<file path="config.mk">
export PLATFORM = sky130hd
export DESIGN_NAME = eth_port_router
export DESIGN_NICKNAME = d
export VERILOG_FILES = /design/src/rtl/eth_pkg.sv /design/src/rtl/eth_pkt_fifo.sv /design/src/rtl/eth_port_router.sv
export SDC_FILE = /design/constraint.sdc
export NUM_CORES = 2
export LEC_CHECK = 0
export ABC_AREA = 1
export BUFFER_PORTS_ARGS = -buffer_cell sky130_fd_sc_hd__buf_2
export CAP_MARGIN = 40
export CORE_AREA = 8 8 520 522
export CTS_BUF_LIST = sky130_fd_sc_hd__clkbuf_2 sky130_fd_sc_hd__clkbuf_4 sky130_fd_sc_hd__clkbuf_8
export CTS_CLUSTER_SIZE = 25
export DETAILED_ROUTE_END_ITERATION = 8
export DIE_AREA = 0 0 528 530
export PLACE_DENSITY = 0.55
export SETUP_SLACK_MARGIN = 0.05
export SLEW_MARGIN = 20
export SYNTH_ARGS = -nofsm -noshare
export SYNTH_HDL_FRONTEND = slang
export SYNTH_SLANG_ARGS = --single-unit
</file>
<file path="constraint.sdc">
create_clock -name clk -period 10 [get_ports clk]
set_clock_uncertainty 0.15 [all_clocks]
set_input_delay 2.5 -clock clk [delete_from_list [all_inputs] [get_ports clk]]
set_output_delay 2.5 -clock clk [all_outputs]
set_load 0.05 [all_outputs]
</file>
<file path="src/rtl/eth_pkg.sv">
// Shared types and constants for the Ethernet store-and-forward port router.
package eth_pkg;

    localparam int WORD_W  = 34;
    localparam int SOP_BIT = 32;
    localparam int EOP_BIT = 33;

    typedef logic [WORD_W-1:0] eth_word_t;

    localparam logic [31:0] DEF_PORTA_ADDR = 32'h0000_ABCD;
    localparam logic [31:0] DEF_PORTB_ADDR = 32'h0000_BEEF;

    typedef enum logic [1:0] {
        IN_IDLE,
        IN_PKT,
        IN_DROP
    } in_state_e;

    typedef enum logic [2:0] {
        OUT_IDLE,
        OUT_ROUTE,
        OUT_FWD_A,
        OUT_FWD_B,
        OUT_DISCARD
    } out_state_e;

endpackage

</file>
<file path="src/rtl/eth_pkt_fifo.sv">
// Packet FIFO with a speculative write pointer: words become visible to the
// reader only once committed, and a partial packet can be rewound away.
module eth_pkt_fifo
    import eth_pkg::*;
#(
    parameter int DEPTH = 64
) (
    input  logic                     clk,
    input  logic                     reset,
    input  logic                     wr_en,
    input  eth_word_t                wr_data,
    input  logic                     rewind,
    input  logic                     commit,
    input  logic                     pop,
    output eth_word_t                head_data,
    output logic                     committed,
    output logic [$clog2(DEPTH):0]   free_cnt
);

    localparam int PW = $clog2(DEPTH) + 1;
    localparam logic [PW-1:0] DEPTH_W = PW'(DEPTH);

    eth_word_t       mem_q [DEPTH];
    logic [PW-1:0]   wr_ptr_q, wr_ptr_d;
    logic [PW-1:0]   commit_ptr_q, commit_ptr_d;
    logic [PW-1:0]   rd_ptr_q, rd_ptr_d;
    logic [PW-1:0]   wr_base;

    // A rewind and a write in the same cycle restarts the packet at commit_ptr.
    always_comb begin
        wr_base      = rewind ? commit_ptr_q : wr_ptr_q;
        wr_ptr_d     = wr_base + {{(PW-1){1'b0}}, wr_en};
        commit_ptr_d = commit ? wr_ptr_d : commit_ptr_q;
        rd_ptr_d     = rd_ptr_q + {{(PW-1){1'b0}}, pop};
    end

    always_ff @(posedge clk or posedge reset) begin
        if (reset) begin
            wr_ptr_q     <= '0;
            commit_ptr_q <= '0;
            rd_ptr_q     <= '0;
        end else begin
            wr_ptr_q     <= wr_ptr_d;
            commit_ptr_q <= commit_ptr_d;
            rd_ptr_q     <= rd_ptr_d;
        end
    end

    always_ff @(posedge clk) begin
        if (wr_en) begin
            mem_q[wr_base[PW-2:0]] <= wr_data;
        end
    end

    // Room is measured from commit_ptr: new packets only start once any
    // partial packet has been committed or rewound, so wr_ptr equals it then.
    always_comb begin
        head_data = mem_q[rd_ptr_q[PW-2:0]];
        committed = (rd_ptr_q != commit_ptr_q);
        free_cnt  = DEPTH_W - (commit_ptr_q - rd_ptr_q);
    end

endmodule

</file>
<file path="src/rtl/eth_port_router.sv">
// Store-and-forward router: buffers whole packets from the receive FSM and
// forwards each committed packet to port A or B by its destination word.
module eth_port_router
    import eth_pkg::*;
#(
    parameter int          DEPTH         = 64,
    parameter int          MAX_PKT_WORDS = 16,
    parameter logic [31:0] PORTA_ADDR    = DEF_PORTA_ADDR,
    parameter logic [31:0] PORTB_ADDR    = DEF_PORTB_ADDR
) (
    input  logic        clk,
    input  logic        reset,
    input  logic        inWrEn,
    input  logic [33:0] inData,
    output logic        portAValid,
    output logic [33:0] portAData,
    input  logic        portAReady,
    output logic        portBValid,
    output logic [33:0] portBData,
    input  logic        portBReady,
    output logic [15:0] dropCnt,
    output logic [15:0] unroutedCnt
);

    localparam int PW = $clog2(DEPTH) + 1;
    localparam int CW = $clog2(MAX_PKT_WORDS + 1);
    localparam logic [PW-1:0] MAX_FREE = PW'(MAX_PKT_WORDS);
    localparam logic [CW-1:0] MAX_CNT  = CW'(MAX_PKT_WORDS);

    function automatic logic [15:0] sat_add(input logic [15:0] cnt, input logic [1:0] inc);
        logic [16:0] sum;
        sum = {1'b0, cnt} + {15'd0, inc};
        return sum[16] ? 16'hFFFF : sum[15:0];
    endfunction

    in_state_e     in_state_q, in_state_d;
    out_state_e    out_state_q, out_state_d;
    logic [CW-1:0] pkt_cnt_q, pkt_cnt_d;
    logic [15:0]   drop_cnt_q, drop_cnt_d;
    logic [15:0]   unrouted_cnt_q, unrouted_cnt_d;

    logic          fifo_wr_en, fifo_rewind, fifo_commit, fifo_pop;
    logic          fifo_committed;
    eth_word_t     head;
    logic [PW-1:0] free_cnt;
    logic [1:0]    drop_inc;
    logic          unrouted_inc;
    logic          a_valid, b_valid;
    logic          in_sop, in_eop, head_eop;

    eth_pkt_fifo #(.DEPTH(DEPTH)) u_fifo (
        .clk       (clk),
        .reset     (reset),
        .wr_en     (fifo_wr_en),
        .wr_data   (inData),
        .rewind    (fifo_rewind),
        .commit    (fifo_commit),
        .pop       (fifo_pop),
        .head_data (head),
        .committed (fifo_committed),
        .free_cnt  (free_cnt)
    );

    assign in_sop   = inData[SOP_BIT];
    assign in_eop   = inData[EOP_BIT];
    assign head_eop = head[EOP_BIT];

    // Ingress: a SOP is handled identically in every state; an SOP that
    // aborts a packet in progress and is itself refused counts two drops.
    always_comb begin
        in_state_d  = in_state_q;
        pkt_cnt_d   = pkt_cnt_q;
        fifo_wr_en  = 1'b0;
        fifo_rewind = 1'b0;
        fifo_commit = 1'b0;
        drop_inc    = 2'd0;
        if (inWrEn) begin
            if (in_sop) begin
                if (in_state_q == IN_PKT) begin
                    fifo_rewind = 1'b1;
                    drop_inc    = 2'd1;
                end
                if (free_cnt >= MAX_FREE) begin
                    fifo_wr_en = 1'b1;
                    if (in_eop) begin
                        fifo_commit = 1'b1;
                        in_state_d  = IN_IDLE;
                    end else begin
                        in_state_d = IN_PKT;
                        pkt_cnt_d  = CW'(1);
                    end
                end else begin
                    drop_inc   = drop_inc + 2'd1;
                    in_state_d = in_eop ? IN_IDLE : IN_DROP;
                end
            end else begin
                case (in_state_q)
                    IN_PKT: begin
                        if (pkt_cnt_q >= MAX_CNT) begin
                            fifo_rewind = 1'b1;
                            drop_inc    = 2'd1;
                            in_state_d  = in_eop ? IN_IDLE : IN_DROP;
                        end else begin
                            fifo_wr_en = 1'b1;
                            pkt_cnt_d  = pkt_cnt_q + CW'(1);
                            if (in_eop) begin
                                fifo_commit = 1'b1;
                                in_state_d  = IN_IDLE;
                            end
                        end
                    end
                    IN_DROP: begin
                        if (in_eop) in_state_d = IN_IDLE;
                    end
                    default: ;
                endcase
            end
        end
    end

    always_comb begin
        out_state_d  = out_state_q;
        fifo_pop     = 1'b0;
        unrouted_inc = 1'b0;
        a_valid      = 1'b0;
        b_valid      = 1'b0;
        case (out_state_q)
            OUT_IDLE: begin
                if (fifo_committed) out_state_d = OUT_ROUTE;
            end
            OUT_ROUTE: begin
                if (head[31:0] == PORTA_ADDR) begin
                    out_state_d = OUT_FWD_A;
                end else if (head[31:0] == PORTB_ADDR) begin
                    out_state_d = OUT_FWD_B;
                end else begin
                    out_state_d  = OUT_DISCARD;
                    unrouted_inc = 1'b1;
                end
            end
            OUT_FWD_A: begin
                a_valid = 1'b1;
                if (portAReady) begin
                    fifo_pop = 1'b1;
                    if (head_eop) out_state_d = OUT_IDLE;
                end
            end
            OUT_FWD_B: begin
                b_valid = 1'b1;
                if (portBReady) begin
                    fifo_pop = 1'b1;
                    if (head_eop) out_state_d = OUT_IDLE;
                end
            end
            OUT_DISCARD: begin
                fifo_pop = 1'b1;
                if (head_eop) out_state_d = OUT_IDLE;
            end
            default: out_state_d = OUT_IDLE;
        endcase
    end

    always_comb begin
        drop_cnt_d     = sat_add(drop_cnt_q, drop_inc);
        unrouted_cnt_d = sat_add(unrouted_cnt_q, {1'b0, unrouted_inc});
    end

    always_ff @(posedge clk or posedge reset) begin
        if (reset) begin
            in_state_q     <= IN_IDLE;
            out_state_q    <= OUT_IDLE;
            pkt_cnt_q      <= '0;
            drop_cnt_q     <= '0;
            unrouted_cnt_q <= '0;
        end else begin
            in_state_q     <= in_state_d;
            out_state_q    <= out_state_d;
            pkt_cnt_q      <= pkt_cnt_d;
            drop_cnt_q     <= drop_cnt_d;
            unrouted_cnt_q <= unrouted_cnt_d;
        end
    end

    // Data outputs are gated so an idle port always presents zero.
    assign portAValid  = a_valid;
    assign portBValid  = b_valid;
    assign portAData   = a_valid ? head : '0;
    assign portBData   = b_valid ? head : '0;
    assign dropCnt     = drop_cnt_q;
    assign unroutedCnt = unrouted_cnt_q;

endmodule
</file>
==> out/qor.txt <==
CTS Buf Count = 387
max_cap viols = 0
fin nets = 8020
grt peak-use layer = met2
Slowest cell on crit path = buf_12
worst hold slack = 366 ps
Req. time, crit path = 7350 ps
Clock Pin Slew Worst Setup and Hold Paths = 60 ps
synthesized area = 91100 sq um
combinational share of power = 0.353
layout cells sized above 1 = 0.117
Leak = 37.5 nW
global-route wire length before repair = 429 mm
sequential group share of total power = 0.373
Clk Latency, worst-skew pair = 1110 ps
synth warn = 0
Initial Utilization = 0.348
# DRC = 0
design area = 104000 sq um
Total GRT Usage = 0.207
Mapped Cells = 7720
Syn Area/Cell = 11.8 sq um
RSZ-0062 raised after global routing = no
CTS Hold Bufs = 0
I/O pin cnt = 141
Post CTS Setup Buffer Count = 0
CTS root buf = clkbuf_8
reg2reg setup slack = 2860 ps
sequential area share after synthesis = 0.734
Post-synth top flop = edfxtp_1
flops & latches, synth = 2239
vias in the first global route = 59900
via count = 62300
die area = 280000 sq um
Pwr per Cell Area = 279 nW/um^2
Final Hold Fails = 0
CTS tree = built
core area = 262000 sq um
Area growth syn-to-layout = 13.7%
Routed Antenna Nets = 0
crit-path leading delay family = buffers and inverters
crit end category = output pin
Peak supply drop = 0.000406 V
Clock Power Share = 0.274
global-route track usage on met3 = 0.0365
Crit. path cell count = 10
Arr. time, crit path = 5220 ps
min Tclk post-route = 7870 ps
highest clock rate = 127 MHz
internal power = 0.0173 W
chip width = 528 microns
total gr overflow = 0
most common cell after layout, fill and taps aside = nand2_1
Distinct cells, synth = 47
placed insts = 11100
setup violators final = 0
setup TNS = 0 ps
EDFF count, synth = 2176
buffer and inverter count on the worst path = 3
met1 Resource Use GR = 0.284
actual transition at the worst max-transition pin = 1040 ps
Resize count post-CTS = 0
Hold Path Depth = 1
critical-path cell list = buf_4 > buf_12 > nand3_1 > nand3_1 > nand3_1 > nand3_1 > nand3_1 > nand2_1 > nor2_1 > buf_2
Slew Limit Headroom = 0.305
run status = finished clean
Die Y = 530 microns
NetSw = 0.0115 W
Hold WC Path Type = flip-flop to flip-flop
WL final = 301 mm
critical path class = flip-flop to output pin
pin count of the biggest net entering global routing = 171
DRT iter0 DRCs = 7146
crit-path max FO = 147
Post-DP HPWL = 162 mm
placed cell areas = 96400 sq um
Worst setup SP type = flip-flop
switching share of power = 0.400
H-tree depth = 5
slowest stage delay, CP = 750 ps
clk sinks = 2239
initial antenna violation count = 6
filler cell count = 25000
most frequent cells in the layout = nand2_1 (2846), edfxtp_1 (2176), nand3_1 (1264), clkbuf_8 (397), a21oi_1 (256)
Final Cycle Share = 0.787
syn_nets = 7783
via/cell ratio = 5.31
CTS Buffer Depth = 4
IO Port Bufs = 140
Async SR Flop Fraction = 0.0281
Max Slew Vio Count = 0
DRT Pass-1 Iters = 8
FF-to-FF path depth = 24
Finished Layout Cells = 11700
met2 usage = 0.331
Top cell by count, worst path = nand3_1
GP Congestion = 0.860
Site Rows = 188
drt wl/cell = 25.6 microns
==> power by group through the flow <==
| stage | clock network (W) | logic (W) | registers [W] |
|---|---|---|---|
| after CTS | 0.00802 | 0.0101 | 0.0108 |
| final | 0.00790 | 0.0102 | 0.0108 |
| after global placement | 0 | 0.00999 | 0.0109 |
| after floorplan | 0 | 0.00620 | 0.0109 |
| after global routing | 0.00840 | 0.0109 | 0.0108 |
| after detailed placement | 0 | 0.0101 | 0.0109 |
==> metal layers <==
metal  up-vias  part of all wire
met5         -                 0
met3       580             0.089
met2      3205              0.46
li1      27500                 -
met4         0             0.037
met1     31000              0.41
==> cells by family after synthesis <==
family                     synth area share
DFF                                   0.734
muxes                              0.000879
AOI/OAI and AO/OA                    0.0281
xor gates and xnor gates            0.00260
buffers and inverters                0.0290
and+or+nand+nor                       0.202
adders and majority gates           0.00346
==> synth_stat cells, drive strengths merged, types with 2 or more instances <==
library cell	instances	area (sq um)
buf	394	2070
mux2i	8	80.1
nand3b	14	105
o22ai	33	206
o211ai	41	308
o31ai	4	30.0
a21boi	32	240
a21oi	257	1290
or2	6	37.5
o21ai	88	444
nand2	2847	10700
clkinv	2	7.51
inv	85	327
nor3	14	70.1
nor2	253	968
nor4	2	12.5
fa	2	40.0
nand4	14	138
dfrtp	63	1580
xor2	22	193
nand3	1265	6340
clkbuf	64	240
ha	22	275
edfxtp	2176	65300
xnor2	5	43.8
a31oi	2	12.5
==> stage by stage <==
step	setup slack (ps)	total power [W]	util
after detailed placement	2640	0.0210	0.368
after floorplan	4080	0.0171	-
final	2130	0.0288	0.396
after global routing	2020	0.0301	0.396
after CTS	2120	0.0289	0.396
after global placement	2650	0.0209	0.366
==> final timing paths <==
kind | start | to
hold / removal | u_fifo.rd_ptr_q[6] | u_fifo.rd_ptr_q[6]
setup reg to reg | u_fifo.rd_ptr_q[0] | unroutedCnt[13]
setup / recovery | u_fifo.rd_ptr_q[1] | portBData[12]
min in group asynchronous | reset | unroutedCnt[4]
max in group asynchronous | reset | u_fifo.commit_ptr_q[5]
hold reg to reg | u_fifo.rd_ptr_q[6] | u_fifo.rd_ptr_q[6]
==> layout make-up <==
| type | instances | area (sq um) | share of cell area |
|---|---|---|---|
| Antenna cell | 3 | 7.51 | 0.0000725 |
| Clock buffer | 516 | 6360 | 0.0614 |
| Clock inverter | 133 | 743 | 0.00718 |
| Inverter | 87 | 380 | 0.00367 |
| Multi-Input combinational cell | 4936 | 22000 | 0.213 |
| Sequential cell | 2239 | 66900 | 0.646 |
| Tap cell | 3515 | 4400 | 0.0425 |
| Timing Repair Buffer | 306 | 2710 | 0.0262 |
==> registers in the layout, summed over array words and instances, names as in the netlist <==
name	flops
in_state_q	2
u_fifo.wr_ptr_q	7
u_fifo.rd_ptr_q	7
dropCnt	16
pkt_cnt_q	5
u_fifo.mem_q	2176
unroutedCnt	16
u_fifo.commit_ptr_q	7
out_state_q	3
Note: power is estimated with default switching activity, not from simulation.
